[src/rtl/add_pkg.sv]
// rtl/add_pkg.sv - shared types for the flow-controlled pipelined adder
//
// Purpose : mode encoding and the per-stage payload carried down the pipeline.
// Ports   : none (package).
package add_pkg;

  // Widest operand the adder supports; payload Z is sized to this and the
  // top uses only the low WIDTH bits.
  localparam int ADD_MAX_WIDTH = 64;

  typedef enum logic {
    ADD_WRAP = 1'b0,
    ADD_SAT  = 1'b1
  } add_mode_e;

  typedef struct packed {
    logic [ADD_MAX_WIDTH-1:0] z;
    logic                     carry;
    logic                     sat;
  } add_payload_t;

endpackage

[src/rtl/pipe_stage.sv]
// rtl/pipe_stage.sv - one valid/payload register stage with ready/valid handshake
//
// Purpose : holds a single result; loads when empty or when unloading this cycle.
// Ports   : clk_in, rst_in          clock, synchronous active-high reset
//           i_valid, i_data, o_ready  upstream side (offer / accept)
//           o_valid, o_data, i_ready  downstream side (offer / accept)
module pipe_stage
  import add_pkg::*;
(
  input  logic         clk_in,
  input  logic         rst_in,
  input  logic         i_valid,
  input  add_payload_t i_data,
  output logic         o_ready,
  output logic         o_valid,
  output add_payload_t o_data,
  input  logic         i_ready
);

  logic         r_valid;
  add_payload_t r_data;

  // Accept when empty, or when the held result leaves this same cycle.
  // This is what lets bubbles collapse behind a stalled later stage.
  assign o_ready = !r_valid || i_ready;
  assign o_valid = r_valid;
  assign o_data  = r_data;

  always_ff @(posedge clk_in) begin
    if (rst_in) begin
      r_valid <= 1'b0;
      r_data  <= '0;
    end else if (o_ready) begin
      r_valid <= i_valid;
      if (i_valid) begin
        r_data <= i_data;
      end
    end
  end

endmodule

[src/rtl/pipe_add_flow.sv]
// rtl/pipe_add_flow.sv - pipelined unsigned adder with wrap/saturate and ready/valid flow control
//
// Purpose : Z = A + B (wrap or clamp to all-ones), carried through STAGES
//           register stages with full backpressure and bubble collapse.
// Ports   : clk_in, rst_in                  clock, synchronous active-high reset
//           A_in, B_in, mode_in, valid_in   operand offer (mode 0 wrap, 1 saturate)
//           ready_in                        operands accepted this cycle
//           Z_out, carry_out, sat_out       result payload
//           valid_out, ready_out            result offer / downstream accept
//           count_out                       results delivered since reset (wraps)
module pipe_add_flow
  import add_pkg::*;
#(
  parameter int WIDTH  = 8,
  parameter int STAGES = 2,
  parameter int SAT_EN = 0
) (
  input  logic             clk_in,
  input  logic             rst_in,
  input  logic [WIDTH-1:0] A_in,
  input  logic [WIDTH-1:0] B_in,
  input  logic             mode_in,
  input  logic             valid_in,
  output logic             ready_in,
  output logic [WIDTH-1:0] Z_out,
  output logic             carry_out,
  output logic             sat_out,
  output logic             valid_out,
  input  logic             ready_out,
  output logic [15:0]      count_out
);

  logic [WIDTH:0] w_sum;
  logic           w_sat_mode;
  add_payload_t   w_pay;

  // Stage chain: index k is the input side of stage k, index STAGES is the
  // output port side.
  logic           w_valid [STAGES+1];
  logic           w_ready [STAGES+1];
  add_payload_t   w_data  [STAGES+1];

  logic [15:0]    r_count;

  assign w_sum      = {1'b0, A_in} + {1'b0, B_in};
  assign w_sat_mode = (SAT_EN != 0) && (add_mode_e'(mode_in) == ADD_SAT);

  always_comb begin
    w_pay       = '0;
    w_pay.carry = w_sum[WIDTH];
    w_pay.sat   = w_sat_mode && w_sum[WIDTH];
    if (w_pay.sat) begin
      w_pay.z[WIDTH-1:0] = '1;
    end else begin
      w_pay.z[WIDTH-1:0] = w_sum[WIDTH-1:0];
    end
  end

  assign w_valid[0]      = valid_in;
  assign w_data[0]       = w_pay;
  assign ready_in        = w_ready[0];
  assign w_ready[STAGES] = ready_out;

  genvar k;
  generate
    for (k = 0; k < STAGES; k++) begin : g_stage
      pipe_stage u_stage (
        .clk_in  (clk_in),
        .rst_in  (rst_in),
        .i_valid (w_valid[k]),
        .i_data  (w_data[k]),
        .o_ready (w_ready[k]),
        .o_valid (w_valid[k+1]),
        .o_data  (w_data[k+1]),
        .i_ready (w_ready[k+1])
      );
    end
  endgenerate

  assign valid_out = w_valid[STAGES];
  assign Z_out     = w_data[STAGES].z[WIDTH-1:0];
  assign carry_out = w_data[STAGES].carry;
  assign sat_out   = w_data[STAGES].sat;
  assign count_out = r_count;

  always_ff @(posedge clk_in) begin
    if (rst_in) begin
      r_count <= '0;
    end else if (valid_out && ready_out) begin
      r_count <= r_count + 16'd1;
    end
  end

endmodule

[config.mk]
export PLATFORM = sky130hd
export DESIGN_NAME = pipe_add_flow
export DESIGN_NICKNAME = d
export VERILOG_FILES = /design/src/rtl/add_pkg.sv /design/src/rtl/pipe_stage.sv /design/src/rtl/pipe_add_flow.sv
export SDC_FILE = /design/constraint.sdc
export NUM_CORES = 1
export LEC_CHECK = 0
export ABC_AREA = 1
export CAP_MARGIN = 20
export CORE_MARGIN = 2
export CORE_UTILIZATION = 40
export DETAILED_ROUTE_END_ITERATION = 16
export PLACE_DENSITY = 0.6
export SETUP_SLACK_MARGIN = 0.4
export SLEW_MARGIN = 20
export SYNTH_ARGS = -nofsm -noshare
export SYNTH_HDL_FRONTEND = slang
export SYNTH_HIERARCHICAL = 1
export SYNTH_SLANG_ARGS = --single-unit
[constraint.sdc]
create_clock -name clk_in -period 2.5 [get_ports clk_in]
set_input_delay 0.75 -clock clk_in [delete_from_list [all_inputs] [get_ports clk_in]]
set_output_delay 0.75 -clock clk_in [all_outputs]
set_load 0.05 [all_outputs]
==> impl_metrics.csv, run 1 <==
group,metric,value,unit
global_route,grt_util_met2,21.6,%
global_route,busiest_layer,"met2",
hold_path,hold_path_end,"g_stage[1].u_stage/o_data[1]",
logic_synthesis,syn_area_per_cell,7.38,sq um
global_route,grt_max_degree,22,
hold_path,hp-class,"reg2reg",
worst_setup_path,cp_cell_sequence,"dlygate4sd2_1",
sta,slew_violations,0,
placed_design,port_buffers,47,
job,drv_cap,0,
worst_setup_path,crit_cells,1,
power_and_ir_drop,vdd_drop_max,207,uV
sta,setup_violations,0,
worst_setup_path,r2r_cells,6,
floorplanning,design.die.area,6570,sq um
layout,post_route_cells_drive_above_1_share,22.2,%
worst_setup_path,critPathCaptureType,"output port",
worst_setup_path,path_buf_inv,1,
power_and_ir_drop,p_leak,1.51,nW
global_route,grt_pass1_vias,1728,
logic_synthesis,yosysWarnings,6,
layout,multiInputGateArea,1230,sq um
worst_setup_path,reg2reg_slack,1.07,ns
floorplanning,fp.dieH,81.1,microns
layout,nets,390,
global_route,grt_pass1_wl,7370,microns
cts,ctsRootBufferMaster,"clkbuf_8",
layout,layout.cells.non_filler,435,
global_route,gr-total-overflow,0,
logic_synthesis,synth_nets,353,
placed_design,routabilityCongestion,0.799,
cts,cts_buffer_depth,2,
placed_design,dp_hpwl,3210,microns
sta,finalHoldViolations,0,
logic_synthesis,syn_inst,322,
sta,period_minus_slack,2.06,ns
floorplanning,die_width,81.1,microns
status,status,"completed",
worst_setup_path,critPathLaunchType,"flip-flop",
floorplanning,core.rowCount,28,
sta,finClkSkew,0.00788,ns
detailed_routing,wl_per_cell,10.3,microns
worst_setup_path,reg2reg_from,"count_out[1]",
detailed_routing,vias,1943,
sta,fmax,485,MHz
logic_synthesis,syn-cell-area,2370,sq um
detailed_routing,vias_per_cell,4.47,
worst_setup_path,slowest_stage,"dlygate4sd2_1",
detailed_routing,drt_wl_total,4460,microns
worst_setup_path,max_stage_delay,0.57,ns
layout,syn_to_final_growth,24.1,%
worst_setup_path,critical_path.top_delay_family,"buffers and inverters",
layout,fillCellCount,596,
worst_setup_path,critPathMaxFanout,3,
worst_setup_path,worstPathRequired,1.75,ns
floorplanning,initial_core_util,40.8,%
floorplanning,ioPinCount,49,
cts,cts_tree,"built",
cts,clock_latency,0.29,ns
detailed_routing,detail-route-antenna-nets,0,
global_route,use_met1,19.2,%
layout,antenna_cells,0,
placed_design,place_inst,424,
detailed_routing,drcViolationCount,0,
cts,cts_htree_levels,2,
sta,tns,0,ns
cts,cts_made_buffers,5,
global_route,grtUsageTotal,14.1,%
sta,rsz0062_at_grt,"yes",
power_and_ir_drop,powerDensity,510,nW/um^2
cts,path_clk_slew,0.08,ns
hold_path,holdPathStages,2,
global_route,use_met3,3.11,%
worst_setup_path,arrival,1.31,ns
global_route,antenna_found_initial,0,
cts,numClockSinks,38,
detailed_routing,first_iter_violations,39,
sta,finalCritPeriodShare,82.5,%
detailed_routing,drt_pass1_iterations,4,
hold_path,worstHoldStart,"g_stage[1].u_stage/o_data[1]",
worst_setup_path,r2r-end,"count_out[10]",
floorplanning,core,5820,sq um
worst_setup_path,crit_type,"reg2out",
layout,regArea,761,sq um
worst max-delay path by stage:
| stage | start | end |
|---|---|---|
| after floorplan | ready_out | ready_in |
| after global placement | A_in[0] | g_stage[0].u_stage/o_data[8] |
| after detailed placement | A_in[0] | g_stage[0].u_stage/o_data[8] |
| after CTS | ready_out | ready_in |
| after global routing | B_in[6] | g_stage[0].u_stage/o_data[9] |
| final | g_stage[1].u_stage/o_valid | valid_out |
cell type report:
class / count / area share (%)
tap: 75 / 3.18
clock inverter: 3 / 1.36
multi-input combinational: 209 / 41.7
timing repair buffer: 59 / 19.2
sequential: 38 / 25.8
clock buffer: 5 / 2.34
inverter: 46 / 6.37
state kept, by name, summed over array words and instances, names as in the netlist:
name,cells
g_stage.u_stage/o_data,20
g_stage.u_stage/o_valid,2
count_out,16
layout by cell type, fill, tap and decap left out, drive strengths merged:
master	count
bufinv	1
buf	13
xnor2	1
a21o	2
nor2	43
dlygate4sd2	27
a21oi	36
dlymetal6s2s	12
inv	44
o21a	2
conb	1
clkinv	4
dfxtp	38
o21ai	6
nand4	2
xor2	4
nor3	4
clkdlybuf4s50	6
a31oi	1
fa	1
ha	9
o21bai	1
nand3	34
nand2	62
clkbuf	6
stage by stage:
stage               power (mW)  setup slack [ns]  cell area (sq um)  hold WS (ns)  utilization [%]
global route              1.58             0.324               2950         0.507             50.7
detailed placement       0.985          -0.00428               2740         0.469             47.1
floorplan                0.920             0.329               2390         0.452                -
CTS                       1.49             0.277               2830         0.485             48.6
finish                    1.50             0.437               2950         0.479             50.7
global placement         0.982          -0.00368               2740         0.466             47.1
per-layer routing:
layer	routed length [microns]	part of all wire, %
met4	72	1.6
met3	190	4.3
met2	1890	42
met1	2300	52
met5	0	0
power breakdown:
group          leakage [nW]  switching, mW  internal (mW)
combinational          1.14          0.187          0.142
sequential            0.311         0.0212          0.635
clock                0.0579          0.222          0.294
timing repair:
item                       CTS  global route
setup buffers                0             3
setup endpoints to repair   33             7
pin swaps                    3             9
cloned                       0             0
resized for setup           32            22
hold buffers                 0             0
No activity file was read; power rests on OpenSTA's default activity.
==> run 2, diff against run 1 <==
PLACE_DENSITY = 0.62   (was 0.6)
clock period = 1.7 ns   (was 2.5 ns; I/O delays follow)
==> impl_metrics.csv, run 2 (synthesis results as in run 1) <==
group,metric,value,unit
placed_design,routabilityCongestion,0.825,
hold_path,hp-class,"reg2reg",
worst_setup_path,arrival,1.67,ns
sta,finalCritPeriodShare,87.1,%
global_route,grt_pass1_wl,8070,microns
worst_setup_path,crit_type,"in2reg",
layout,layout_commonest_cell,"nand2_1",
detailed_routing,detail-route-antenna-nets,0,
worst_setup_path,worstPathRequired,1.89,ns
power_and_ir_drop,p_leak,1.67,nW
detailed_routing,vias,2152,
worst_setup_path,crit_top_cell,"nand3_2",
sta,finClkSkew,0.00945,ns
cts,holdBufCountCts,0,
detailed_routing,dr_wl_met3,219,microns
layout,antenna_cells,0,
worst_setup_path,critPathCaptureType,"flip-flop",
layout,fillCellCount,520,
sta,rsz0062_at_grt,"yes",
sta,finalHoldViolations,0,
layout,nets,427,
sta,slew_violations,0,
global_route,grt_max_degree,22,
layout,final_cell_mix,"nand2_1, buf_4, nor2_1",
power_and_ir_drop,powerDensity,599,nW/um^2
sta,tns,0,ns
sta,worst_hold_slack,0.496,ns
detailed_routing,drcViolationCount,0,
worst_setup_path,slowest_stage,"fa_2",
cts,cts_made_buffers,5,
power_and_ir_drop,p_total,2.22,mW
detailed_routing,wl_met2,2410,microns
worst_setup_path,critPathMaxFanout,3,
layout,stdcell_area,3710,sq um
detailed_routing,wl_per_cell,10.6,microns
detailed_routing,drt_pass1_iterations,4,
layout,post_route_cells_drive_above_1_share,53.4,%
cts,clock_latency,0.29,ns
floorplanning,fp.dieH,81.1,microns
job,drv_cap,0,
floorplanning,initial_core_util,40.8,%
global_route,grt_pass1_vias,1901,
cts,cts_tree,"built",
worst_setup_path,path_buf_inv,2,
worst_setup_path,cp_cell_sequence,"buf_6 -> ha_4 -> fa_2 -> nand4_1 -> nand3_2 -> xor2_1 -> inv_2 -> nand3_2 -> nand2_1 -> nor2_1",
cts,ctsRootBufferMaster,"clkbuf_8",
floorplanning,ioPinCount,49,
sta,fmax,675,MHz
worst_setup_path,critPathLaunchType,"primary input",
global_route,grtUsageTotal,15.6,%
status,status,"completed",
detailed_routing,wl_met1,2280,microns
floorplanning,die_width,81.1,microns
cts,cts_htree_levels,2,
global_route,antenna_found_initial,0,
worst_setup_path,critical_path.top_delay_family,"adder cells",
floorplanning,core.rowCount,28,
placed_design,dpl_cell_area,3190,sq um
floorplanning,core,5820,sq um
cts,cts_buffer_depth,2,
placed_design,port_buffers,47,
floorplanning,design.die.area,6570,sq um
worst_setup_path,max_stage_delay,0.35,ns
global_route,gr-total-overflow,0,
detailed_routing,drt_wl_total,5020,microns
sta,period_minus_slack,1.48,ns
detailed_routing,vias_per_cell,4.56,
cts,numClockSinks,38,
detailed_routing,dr.max_layer_used,"met4",
sta,setup_violations,0,
placed_design,dp_hpwl,3360,microns
detailed_routing,first_iter_violations,92,
cts,path_clk_slew,0.08,ns
power_and_ir_drop,vdd_drop_max,354,uV
layout,largest_reg_flops,20,
layout,syn_to_final_growth,56.2,%
## run 2: final timing paths
kind	slack, ns	endpoint	cells after the start	start
worst min register to register	0.50	g_stage[0].u_stage/o_data[0]	2	g_stage[0].u_stage/o_data[0]
worst max register to register	0.38	count_out[14]	8	count_out[1]
worst max-delay path	0.22	g_stage[0].u_stage/o_data[8]	10	B_in[0]
worst min-delay path	0.50	g_stage[0].u_stage/o_data[0]	2	g_stage[0].u_stage/o_data[0]
## run 2: per-layer routing
metal  up-vias  track usage, %
met5         -               0
met4         0            6.44
met2        46            25.3
li1       1146               -
met1       950            19.9
met3        10            3.56
## run 2: repair_timing
action | CTS | global route
endpoints found under the setup margin | 65 | 42
pin swaps | 26 | 22
endpoints found under the hold margin | 0 | 0
resized for setup | 100 | 31
buffers inserted | 24 | 11
## run 2: worst min-delay path, delay by kind of cell, from the launching register on
family,cells,cell delay (ns)
AOI/OAI and AO/OA,1,0.09
and+or+nand+nor,1,0.04
DFF,1,0.32
## run 2: through the flow
stage	setup WS (ns)	std cells	utilization [%]
6_report	0.219	472	63.8
5_1_grt	0.139	472	63.8
4_1_cts	0.225	461	60.5
3_5_place_dp	-0.543	429	54.9
3_3_place_gp	-0.508	429	54.9
2_1_floorplan	0.0252	322	-
## run 2: power by group
group	leakage, nW	internal [mW]	switching [mW]
sequential	0.327	0.920	0.0414
clock	0.0515	0.327	0.323
combinational	1.29	0.313	0.297
## run 2: final cells by class
type	count	area [sq um]	area share [%]
Sequential cell	38	827	22.3
Inverter	46	183	4.92
Tap cell	75	93.8	2.53
Clock inverter	2	11.3	0.304
Clock buffer	6	82.6	2.23
Multi-Input combinational cell	209	1380	37.2
Timing Repair Buffer	96	1130	30.5
==> run 3, diff against run 2 <==
RECOVER_POWER = 25   (was default)
SLEW_MARGIN = 10   (was 20)
==> impl_metrics.csv, run 3 (synthesis results as in run 1) <==
group,metric,value,unit
job,drv_cap,0,
detailed_routing,drt_wl_total,5020,microns
cts,cts_buffer_depth,2,
layout,post_route_cells_drive_above_1_share,52.6,%
floorplanning,ioPinCount,49,
global_route,grt_max_degree,22,
detailed_routing,drcViolationCount,0,
worst_setup_path,critPathMaxFanout,10,
detailed_routing,dr.max_layer_used,"met4",
floorplanning,core.rowCount,28,
detailed_routing,first_iter_violations,92,
floorplanning,initial_core_util,40.8,%
global_route,grt_pass1_wl,8070,microns
global_route,gr-total-overflow,0,
worst_setup_path,crit_type,"in2reg",
floorplanning,core,5820,sq um
detailed_routing,wl_met1,2240,microns
power_and_ir_drop,powerDensity,600,nW/um^2
worst_setup_path,arrival,1.71,ns
sta,rsz0062_at_grt,"yes",
worst_setup_path,cp_cell_sequence,"dlygate4sd3_1 -> clkbuf_1 -> inv_1 -> nand2_1 -> nor2_1",
sta,setup_violations,0,
worst_setup_path,reg2reg_slack,0.37,ns
worst_setup_path,path_buf_inv,3,
power_and_ir_drop,p_leak,1.67,nW
sta,finalCritPeriodShare,89.7,%
cts,ctsRootBufferMaster,"clkbuf_8",
cts,cts_tree,"built",
cts,clock_latency,0.29,ns
worst_setup_path,worstPathRequired,1.89,ns
detailed_routing,dr_wl_met3,243,microns
placed_design,routabilityCongestion,0.825,
global_route,antenna_found_initial,0,
worst_setup_path,critPathLaunchType,"primary input",
sta,worst_hold_slack,0.497,ns
cts,cts_made_buffers,5,
placed_design,place_inst,429,
sta,fmax,656,MHz
layout,layout.cells.non_filler,472,
status,status,"completed",
detailed_routing,vias,2169,
global_route,grtUsageTotal,15.6,%
placed_design,dpl_cell_area,3190,sq um
placed_design,port_buffers,47,
sta,finalHoldViolations,0,
layout,largest_reg_flops,20,
detailed_routing,vias_per_cell,4.60,
sta,period_minus_slack,1.52,ns
power_and_ir_drop,vdd_drop_max,353,uV
layout,layout_commonest_cell,"nand2_1",
floorplanning,fp.dieH,81.1,microns
sta,finClkSkew,0.00955,ns
detailed_routing,wl_per_cell,10.6,microns
cts,path_clk_slew,0.08,ns
worst_setup_path,max_stage_delay,0.55,ns
hold_path,hp-class,"reg2reg",
global_route,grt_pass1_vias,1901,
worst_setup_path,slowest_stage,"dlygate4sd3_1",
worst_setup_path,critical_path.top_delay_family,"buffers and inverters",
detailed_routing,wl_met2,2420,microns
layout,nets,427,
detailed_routing,drt_pass1_iterations,4,
layout,final_cell_mix,"nand2_1, buf_4, nor2_1",
floorplanning,design.die.area,6570,sq um
floorplanning,die_width,81.1,microns
worst_setup_path,critPathCaptureType,"flip-flop",
detailed_routing,detail-route-antenna-nets,0,
layout,stdcell_area,3690,sq um
layout,syn_to_final_growth,55.4,%
placed_design,dp_hpwl,3360,microns
sta,slew_violations,0,
layout,antenna_cells,0,
cts,numClockSinks,38,
cts,cts_htree_levels,2,
## run 3: worst paths after layout
path,depth (start not counted),endpoint,from
hold / removal,2,g_stage[0].u_stage/o_data[0],g_stage[0].u_stage/o_data[0]
hold reg to reg,2,g_stage[0].u_stage/o_data[0],g_stage[0].u_stage/o_data[0]
setup / recovery,5,g_stage[0].u_stage/o_data[7],rst_in
setup reg to reg,8,count_out[14],count_out[1]
## run 3: report_power, final
part           internal, mW  switching, mW  total [mW]
clock                 0.327          0.324       0.651
combinational         0.307          0.297       0.604
sequential            0.920         0.0412       0.961
total                  1.55          0.662        2.22
## run 3: final cells by class
type | instances | area (sq um)
Fill cell | 524 | 2120
Multi-Input combinational cell | 209 | 1380
Timing Repair Buffer | 96 | 1110
Sequential cell | 38 | 827
Inverter | 46 | 183
Tap cell | 75 | 93.8
Clock buffer | 6 | 82.6
Clock inverter | 2 | 11.3
## run 3: per-stage QoR
| step | setup TNS (ns) | utilization, % | worst slack, ns | total power, mW |
|---|---|---|---|---|
| after floorplan | 0 | - | 0.0252 | 1.37 |
| after global placement | -7.47 | 54.9 | -0.508 | 1.54 |
| after detailed placement | -8.08 | 54.9 | -0.543 | 1.55 |
| after CTS | 0 | 60.5 | 0.225 | 2.23 |
| after global routing | 0 | 63.5 | 0.0834 | 2.34 |
| final | 0 | 63.5 | 0.175 | 2.22 |
## run 3: tightest hold or removal path: stages, from the launching register on
cell,delay (ns)
dfxtp_1,0.32
a21oi_2,0.09
nor2_1,0.04
## run 3: layer usage
| metal | GRT usage, % | vias to the layer above |
|---|---|---|
| met1 | 19.9 | 959 |
| met5 | 0 | - |
| met4 | 6.44 | 0 |
| met3 | 3.56 | 10 |
| li1 | - | 1147 |
| met2 | 25.3 | 53 |
## run 3: timing repair
action | CTS | global route
endpoints found under the setup margin | 65 | 42
pin swaps | 26 | 22
hold buffers | 0 | 0
setup buffers | 24 | 11
resized for setup | 100 | 31
